[config.mk]
export PLATFORM = sky130hd
export DESIGN_NAME = gray_to_johnson_stepper
export DESIGN_NICKNAME = d
export VERILOG_FILES = /design/src/rtl/gray_to_johnson_stepper.sv
export SDC_FILE = /design/constraint.sdc
export NUM_CORES = 1
export LEC_CHECK = 0
export CORE_MARGIN = 2
export CORE_UTILIZATION = 30
export DETAILED_ROUTE_END_ITERATION = 6
export GPL_TIMING_DRIVEN = 0
export PLACE_DENSITY_LB_ADDON = 0.08
export SYNTH_ARGS = -nofsm -noshare
export SYNTH_HDL_FRONTEND = slang
export SYNTH_SLANG_ARGS = --single-unit
[constraint.sdc]
create_clock -name clk -period 2 [get_ports clk]
set_input_delay 0.4 -clock clk [delete_from_list [all_inputs] [get_ports clk]]
set_output_delay 0.4 -clock clk [all_outputs]
set_load 0.1 [all_outputs]
[src/rtl/gray_to_johnson_stepper.sv]
// Positions a 4-bit, 8-state Johnson register at a Gray-coded target,
// one legal Johnson transition per step, shortest-path or forward-only.
module gray_to_johnson_stepper #(
    parameter string       STEP_MODE = "SHORTEST",
    parameter int unsigned DWELL     = 0
) (
    input  logic       clk,
    input  logic       rst,
    input  logic       in_valid,
    output logic       in_ready,
    input  logic [2:0] gray_in,
    output logic [3:0] johnson_out,
    output logic [2:0] gray_out,
    output logic       busy,
    output logic       dir,
    output logic       done
);

    localparam bit         FWD_ONLY = (STEP_MODE == "FORWARD");
    localparam logic [3:0] DWELL_M1 = (DWELL > 0) ? 4'(DWELL - 1) : 4'd0;

    typedef enum logic [1:0] {S_IDLE, S_STEP, S_WAIT} state_t;

    function automatic logic [2:0] j2p(input logic [3:0] j);
        logic [2:0] p;
        case (j)
            4'b0000: p = 3'd0;
            4'b0001: p = 3'd1;
            4'b0011: p = 3'd2;
            4'b0111: p = 3'd3;
            4'b1111: p = 3'd4;
            4'b1110: p = 3'd5;
            4'b1100: p = 3'd6;
            4'b1000: p = 3'd7;
            default: p = 3'd0;
        endcase
        return p;
    endfunction

    function automatic logic [2:0] g2p(input logic [2:0] g);
        logic [2:0] b;
        b[2] = g[2];
        b[1] = g[2] ^ g[1];
        b[0] = b[1] ^ g[0];
        return b;
    endfunction

    state_t     r_state;
    logic [3:0] r_j;
    logic [2:0] r_tgt;
    logic       r_dir;
    logic       r_done;
    logic       r_busy;
    logic       r_ready;
    logic       r_zero;
    logic [3:0] r_cnt;

    logic [2:0] w_cur_p;
    logic [2:0] w_tgt_p;
    logic [2:0] w_fwd;
    logic       w_dir_new;
    logic [3:0] w_next_j;
    logic [2:0] w_next_p;

    assign w_cur_p   = j2p(r_j);
    assign w_tgt_p   = g2p(gray_in);
    // Modulo-8 distance going forward; wraps naturally in 3 bits.
    assign w_fwd     = w_tgt_p - w_cur_p;
    assign w_dir_new = FWD_ONLY || (w_fwd <= 3'd4);
    assign w_next_j  = r_dir ? {r_j[2:0], ~r_j[3]} : {~r_j[0], r_j[3:1]};
    assign w_next_p  = j2p(w_next_j);

    assign johnson_out = r_j;
    assign gray_out    = w_cur_p ^ (w_cur_p >> 1);
    assign busy        = r_busy;
    assign in_ready    = r_ready;
    assign dir         = r_dir;
    assign done        = r_done;

    always_ff @(posedge clk or posedge rst) begin
        if (rst) begin
            r_state <= S_IDLE;
            r_j     <= 4'b0000;
            r_tgt   <= 3'd0;
            r_dir   <= 1'b1;
            r_done  <= 1'b0;
            r_busy  <= 1'b0;
            r_ready <= 1'b1;
            r_zero  <= 1'b0;
            r_cnt   <= 4'd0;
        end else begin
            r_done <= 1'b0;
            r_zero <= 1'b0;
            case (r_state)
                S_IDLE: begin
                    // A zero-distance command completes one cycle after acceptance.
                    if (r_zero) r_done <= 1'b1;
                    if (in_valid && r_ready) begin
                        if (w_fwd == 3'd0) begin
                            r_zero <= 1'b1;
                        end else begin
                            r_tgt   <= w_tgt_p;
                            r_dir   <= w_dir_new;
                            r_state <= S_STEP;
                            r_busy  <= 1'b1;
                            r_ready <= 1'b0;
                        end
                    end
                end
                S_STEP: begin
                    r_j <= w_next_j;
                    if (w_next_p == r_tgt) begin
                        r_done  <= 1'b1;
                        r_state <= S_IDLE;
                        r_busy  <= 1'b0;
                        r_ready <= 1'b1;
                    end else if (DWELL > 0) begin
                        r_state <= S_WAIT;
                        r_cnt   <= DWELL_M1;
                    end
                end
                S_WAIT: begin
                    if (r_cnt == 4'd0) r_state <= S_STEP;
                    else               r_cnt   <= r_cnt - 4'd1;
                end
                default: r_state <= S_IDLE;
            endcase
        end
    end

endmodule

Word-level counts from Yosys, hierarchy flattened
Memory sizes are Yosys's and may differ from the RTL's.
Cells that the tools add are included.
{ "op_classes": {"addsub": 2, "n_lt_le_gt_ge": 1, "n_eq_ne": 7, "n_mux": 20, "n_bitwise": 7, "n_reduce_logical": 9} }
{ "op_table": {"columns": ["operator", "n"], "rows": [
  ["2-to-1 mux 1 bit", 11],
  ["2-to-1 mux 2 bit", 4],
  ["!= test 2 bit (second input constant)", 4],
  ["AND reduction 4 bit", 2],
  ["case mux 1 bit (2 select lines)", 3],
  ["case mux 2 bit (3 select lines)", 1],
  ["logical NOT 4 bit", 1],
  ["2-to-1 mux 4 bit", 1],
  ["inverter 1 bit", 4],
  ["subtractor 4 x 1 -> 4 bit (second input constant)", 1],
  ["== test 3 bit", 1],
  ["less-or-equal comparator 3 bit (second input constant)", 1],
  ["logical NOT 3 bit", 1],
  ["AND reduction 3 bit", 1],
  ["subtractor 3 bit", 1],
  ["bitwise XOR 3 x 2 -> 3 bit", 1],
  ["== test 2 x 1 -> 1 bit (second input constant)", 1],
  ["== test 2 bit (second input constant)", 1],
  ["logical NOT 2 bit", 1],
  ["AND reduction 2 bit", 1],
  ["nonzero test 2 bit", 1],
  ["bitwise XOR 1 bit", 2],
  ["logical AND 1 bit", 1]
]} }
{ "word_totals": {"regBits": 18, "mem_bits_ro": 96, "input_bits": 6, "output_inout_bits": 11, "word_cells": 57, "n_memories": 2} }
{ "memory_table": {"columns": ["memory", "words", "width", "rd", "rd_clocked_by_memory_dff", "wr", "line", "rtl"], "rows": [
  ["(no name shown)", 16, 3, 1, 0, 0, "26", "case (j)"],
  ["(no name shown)", 16, 3, 1, 0, 0, "26", null]
]} }

Depth between registers and ports, before layout
{ "depth": {"ltp_word": 7, "mapped_depth": 9, "depth_no_buf": 8} }

Least setup slack after synthesis
Ideal clock, no wire load.
{ "synth_timing": {"path_kind": "register -> register", "startpoint": "reg r_j[3] (netlist: johnson_out[3])", "endpoint": "reg r_busy (netlist: busy)", "setup_ns": 0.138, "arrival_ns": 3.852, "slack_ns": -1.990, "path_stages_with_launch": 8, "path_buffers": 1, "path_cell_list": "dfrtp_1 > clkbuf_8 > nand2b_1 > mux2i_1 > a221oi_1 > xnor2_1 > nor4_1 > o21ai_0"} }
{ "synth_between": {"elab_chain_cells": 6, "word_cells_on_any_way": 10} }
{ "synth_lines": {"columns": ["item", "line", "rtl"], "rows": [
  ["start, declared", "49", "logic [3:0] r_j;"],
  ["start signal, assigned", "111", "r_j <= w_next_j;"],
  ["branches (longest 5 deep; another with memory read (16 x 3 bit))", null, null],
  ["AND reduction 4 bit (no source line) *", null, null],
  ["end signal, assigned", "87", "r_busy <= 1'b0;"],
  ["end signal, assigned", "105", "r_busy <= 1'b1;"],
  ["end signal, assigned", "115", "r_busy <= 1'b0;"],
  ["end, declared", "53", "logic r_busy;"]
]} }
Every way passes the cells marked *.
A chain may end at the register's enable or synchronous reset.

Worst setup path after layout
{ "layout_timing": {"startpoint": "reg r_j[1] (netlist: johnson_out[1])", "endpoint": "reg r_tgt[2]"} }
{ "layout_between": {"elab_chain_cells": 5} }
{ "layout_lines": {"columns": ["item", "line", "rtl"], "rows": [
  ["memory read (16 x 3 bit)", null, null],
  ["subtractor 3 bit", "68", "assign w_fwd = w_tgt_p - w_cur_p;"],
  ["logical NOT 3 bit", "99", "if (w_fwd == 3'd0) begin"],
  ["inverter 1 bit (no source line)", null, null],
  ["AND reduction 3 bit (no source line)", null, null],
  ["end signal, assigned", "102", "r_tgt <= w_tgt_p;"],
  ["end, declared", "50", "logic [2:0] r_tgt;"]
]} }
Every way passes these cells.

==> metrics.md <==
| Metric | Value |
|---|---|
| Vias in the first global route | `slightly below 700` |
| First-pass GRT wire length | `approximately 3000 um` |
| Worst rel slew slack | `between 30% and 40%` |
| CP Launch Point | `johnson_out[1]` |
| Htree depth | `1` |
| # rows | `18` |
| Fin Setup TNS | `-0.697 ns` |
| Share of layout cells above drive strength 1 | `between 40% and 50%` |
| Pin slew with the least headroom to its limit | `0.953 ns` |
| Layout area overhead | `57.5%` |
| Core area | `between 2000 and 2500 um^2` |
| Cells after DPL | `about 130` |
| Synth area leaders | `dfrtp_1, dfstp_2, a21oi_1, xor2_1, mux2i_1` |
| Final critical-path share of the clock period | `110%` |
| Io pins | `17` |
| Met1 WL | `776 um` |
| IO Port Bufs | `16` |
| CP Data Arrival Time | `around 2.4 ns` |
| Critical path fanouts, max | `5` |
| Dpl cell area | `just over 1000 um^2` |
| Multi-input gate area | `about 510 um^2` |
| Num CTS Buffers | `3` |
| Violated checks | `negative setup slack` |
| Fill cells | `around 240` |
| Mapped Nets | `slightly below 90` |
| First DRT Iteration DRCs | `5` |
| Kind of critical path | `reg2reg` |
| Final hold vios | `0` |
| Clock skew | `approximately 0.0043 ns` |
| Clock transition at path regs | `0.08 ns` |
| Number of synthesized flops with an enable pin | `0` |
| Vias per inst | `between 4 and 5` |
| F_max | `around 0.45 GHz` |
| Syn. warnings | `0` |
| Post-layout worst setup margin | `-0.208 ns` |
| Sequential area share after synthesis | `roughly 39%` |
| Max-cap violations | `0` |
| Hold Crit Class | `in2async` |
| Register area | `roughly 320 um^2` |
| Avg Cell Area, Syn | `just under 10 um^2` |
| Clk Latency, worst-skew pair | `0.28 ns` |
| Routed WL | `1760 um` |
| Vias | `662` |
| Clk sinks | `12` |
| GR Util All Layers | `between 10% and 20%` |
| CTS Buffer Depth | `2` |
| Required @ worst endpoint | `about 2.2 ns` |
| Setup crit end kind | `flop` |
| Commonest cells post-synth | `dfrtp_1, a21oi_1, nor2_1` |
| HPWL after DPL | `approximately 1200 um` |
| Fin area | `about 1200 um^2` |
| Starting Density | `between 30% and 40%` |
| GR Overflow Total | `0` |
| Status | `finished, violations left` |
| Gate Count Post-Synth | `80` |
| Die ar. | `~3000 um^2` |
| Top sig layer | `met4` |
| FF+latch count, synth | `12` |
| Antenna diodes | `0` |
| Pin count of the biggest net entering global routing | `13` |
| Die Wd | `around 55 um` |
| Nets | `between 100 and 150` |
| Post-synth top area cell | `dfrtp_1` |
| Main synth FF type | `dfrtp_1` |
| Top cell type's share of synthesized area | `between 30% and 40%` |
| Period minus WS final | `about 2.2 ns` |
| # DRC | `0` |
| Post-Syn Area | `just under 800 um^2` |
| DRT antenna net count | `0` |
| Max Transition Viols Final | `0` |
| Initial antenna violation count | `0` |
| DR WL/cell | `between 10 and 15 um` |
| RSZ-0062 raised after global routing | `yes` |
| CP Launch Type | `flop` |
| Final non-filler cell total | `between 100 and 150` |
| Root buffer cell | `clkbuf_4` |
| Die H | `about 55 um` |
| Final setup fails | `6` |
| Cts hold-fix bufs | `0` |
| Worst r2r src | `johnson_out[1]` |
| Post-synth cell types | `33` |
| Met2 WL | `~900 um` |
| First-pass DRT Iterations | `4` |
| Share of flip-flops with an asynchronous set or reset | `100%` |
| DR WL met3 | `around 79 um` |
| CTS tree | `yes` |
| Most common cell in the netlist | `dfrtp_1` |
| RePlAce Congestion | `roughly 0.8` |
metrics by stage:
stage	hold slack [ns]	utilization, %	setup WS [ns]
4_1_cts	0.453	48.0	-0.214
5_1_grt	0.478	49.4	-0.281
3_3_place_gp	0.436	41.4	-0.983
6_report	0.434	49.4	-0.208
3_5_place_dp	0.447	41.4	-0.994
2_1_floorplan	0.263	-	-0.677
per-layer routing:
layer | GRT usage (%) | up-vias
met5 | 0 | -
met4 | 3.75 | 0
met3 | 5.74 | 2
met2 | 25.6 | 14
met1 | 16.4 | 310
li1 | - | 336
registers in the layout, indices dropped and copies added (netlist names):
register / flops
johnson_out: 4
in_ready: 1
dir: 1
r_zero: 1
r_tgt: 3
done: 1
busy: 1
what timing repair did:
item / in CTS / in global routing
resized for setup: 53 / 6
pin swaps: 9 / 4
setup buffers: 9 / 2
setup endpoints to repair: 18 / 11
layout make-up:
cell class | count | share of cell area, %
Tap cell | 30 | 3.09
Timing Repair Buffer | 27 | 21.0
Inverter | 4 | 1.24
Clock buffer | 4 | 2.99
Buffer | 5 | 4.02
Multi-Input combinational cell | 59 | 41.6
Sequential cell | 12 | 26.0
placed cells by master (no fill, tap or decap), types with 2 or more instances in the layout:
master | Yosys | layout
a21oi_2 | 0 | 2
buf_6 | 1 | 5
dfrtp_1 | 10 | 6
clkdlybuf4s50_1 | 0 | 3
clkbuf_4 | 0 | 3
nor3_1 | 2 | 2
mux2i_1 | 4 | 3
clkbuf_8 | 1 | 2
nand2_1 | 4 | 4
clkdlybuf4s15_2 | 0 | 4
xor2_1 | 5 | 5
nor2_1 | 9 | 7
xnor2_1 | 4 | 2
a21oi_1 | 9 | 7
buf_4 | 0 | 9
dfstp_2 | 2 | 2
inv_1 | 4 | 4
buf_8 | 0 | 2
dlygate4sd2_1 | 0 | 6
dfrtp_4 | 0 | 3
path summary, 6_finish.rpt:
path	slack [ns]	cells after the start	end
max reg2reg	-0.21	9	r_tgt[2]
min reg2reg	0.46	1	done
max	-0.21	9	r_tgt[2]
min	0.43	2	johnson_out[1]
min in group clk	0.46	1	done
max in group asynchronous	1.21	2	johnson_out[3]
worst max-delay path, stage by stage (launching register included):
cell and delay (ns):
dfrtp_4 0.48, buf_6 0.13, and2_4 0.16, nor2_4 0.07, a21oi_2 0.04, ha_2 0.16
maj3_2 0.34, xnor2_4 0.15, a21o_4 0.26, mux2_4 0.29
cell families (layout without fill, tap and decap cells):
kind of cell	after synthesis	in the layout	synth area share, %
AO/OA/AOI/OAI	20	20	18.8
XOR/XNOR	9	9	10.2
adder cells (fa/ha/maj)	2	2	3.08
buffers and inverters	9	40	6.82
flip-flops	12	12	39.3
multiplexers	5	5	7.14
AND/OR/NAND/NOR	23	23	14.6
Power is not shown: default switching activity piles up to over one toggle a cycle in this logic, so the estimate is an artifact.
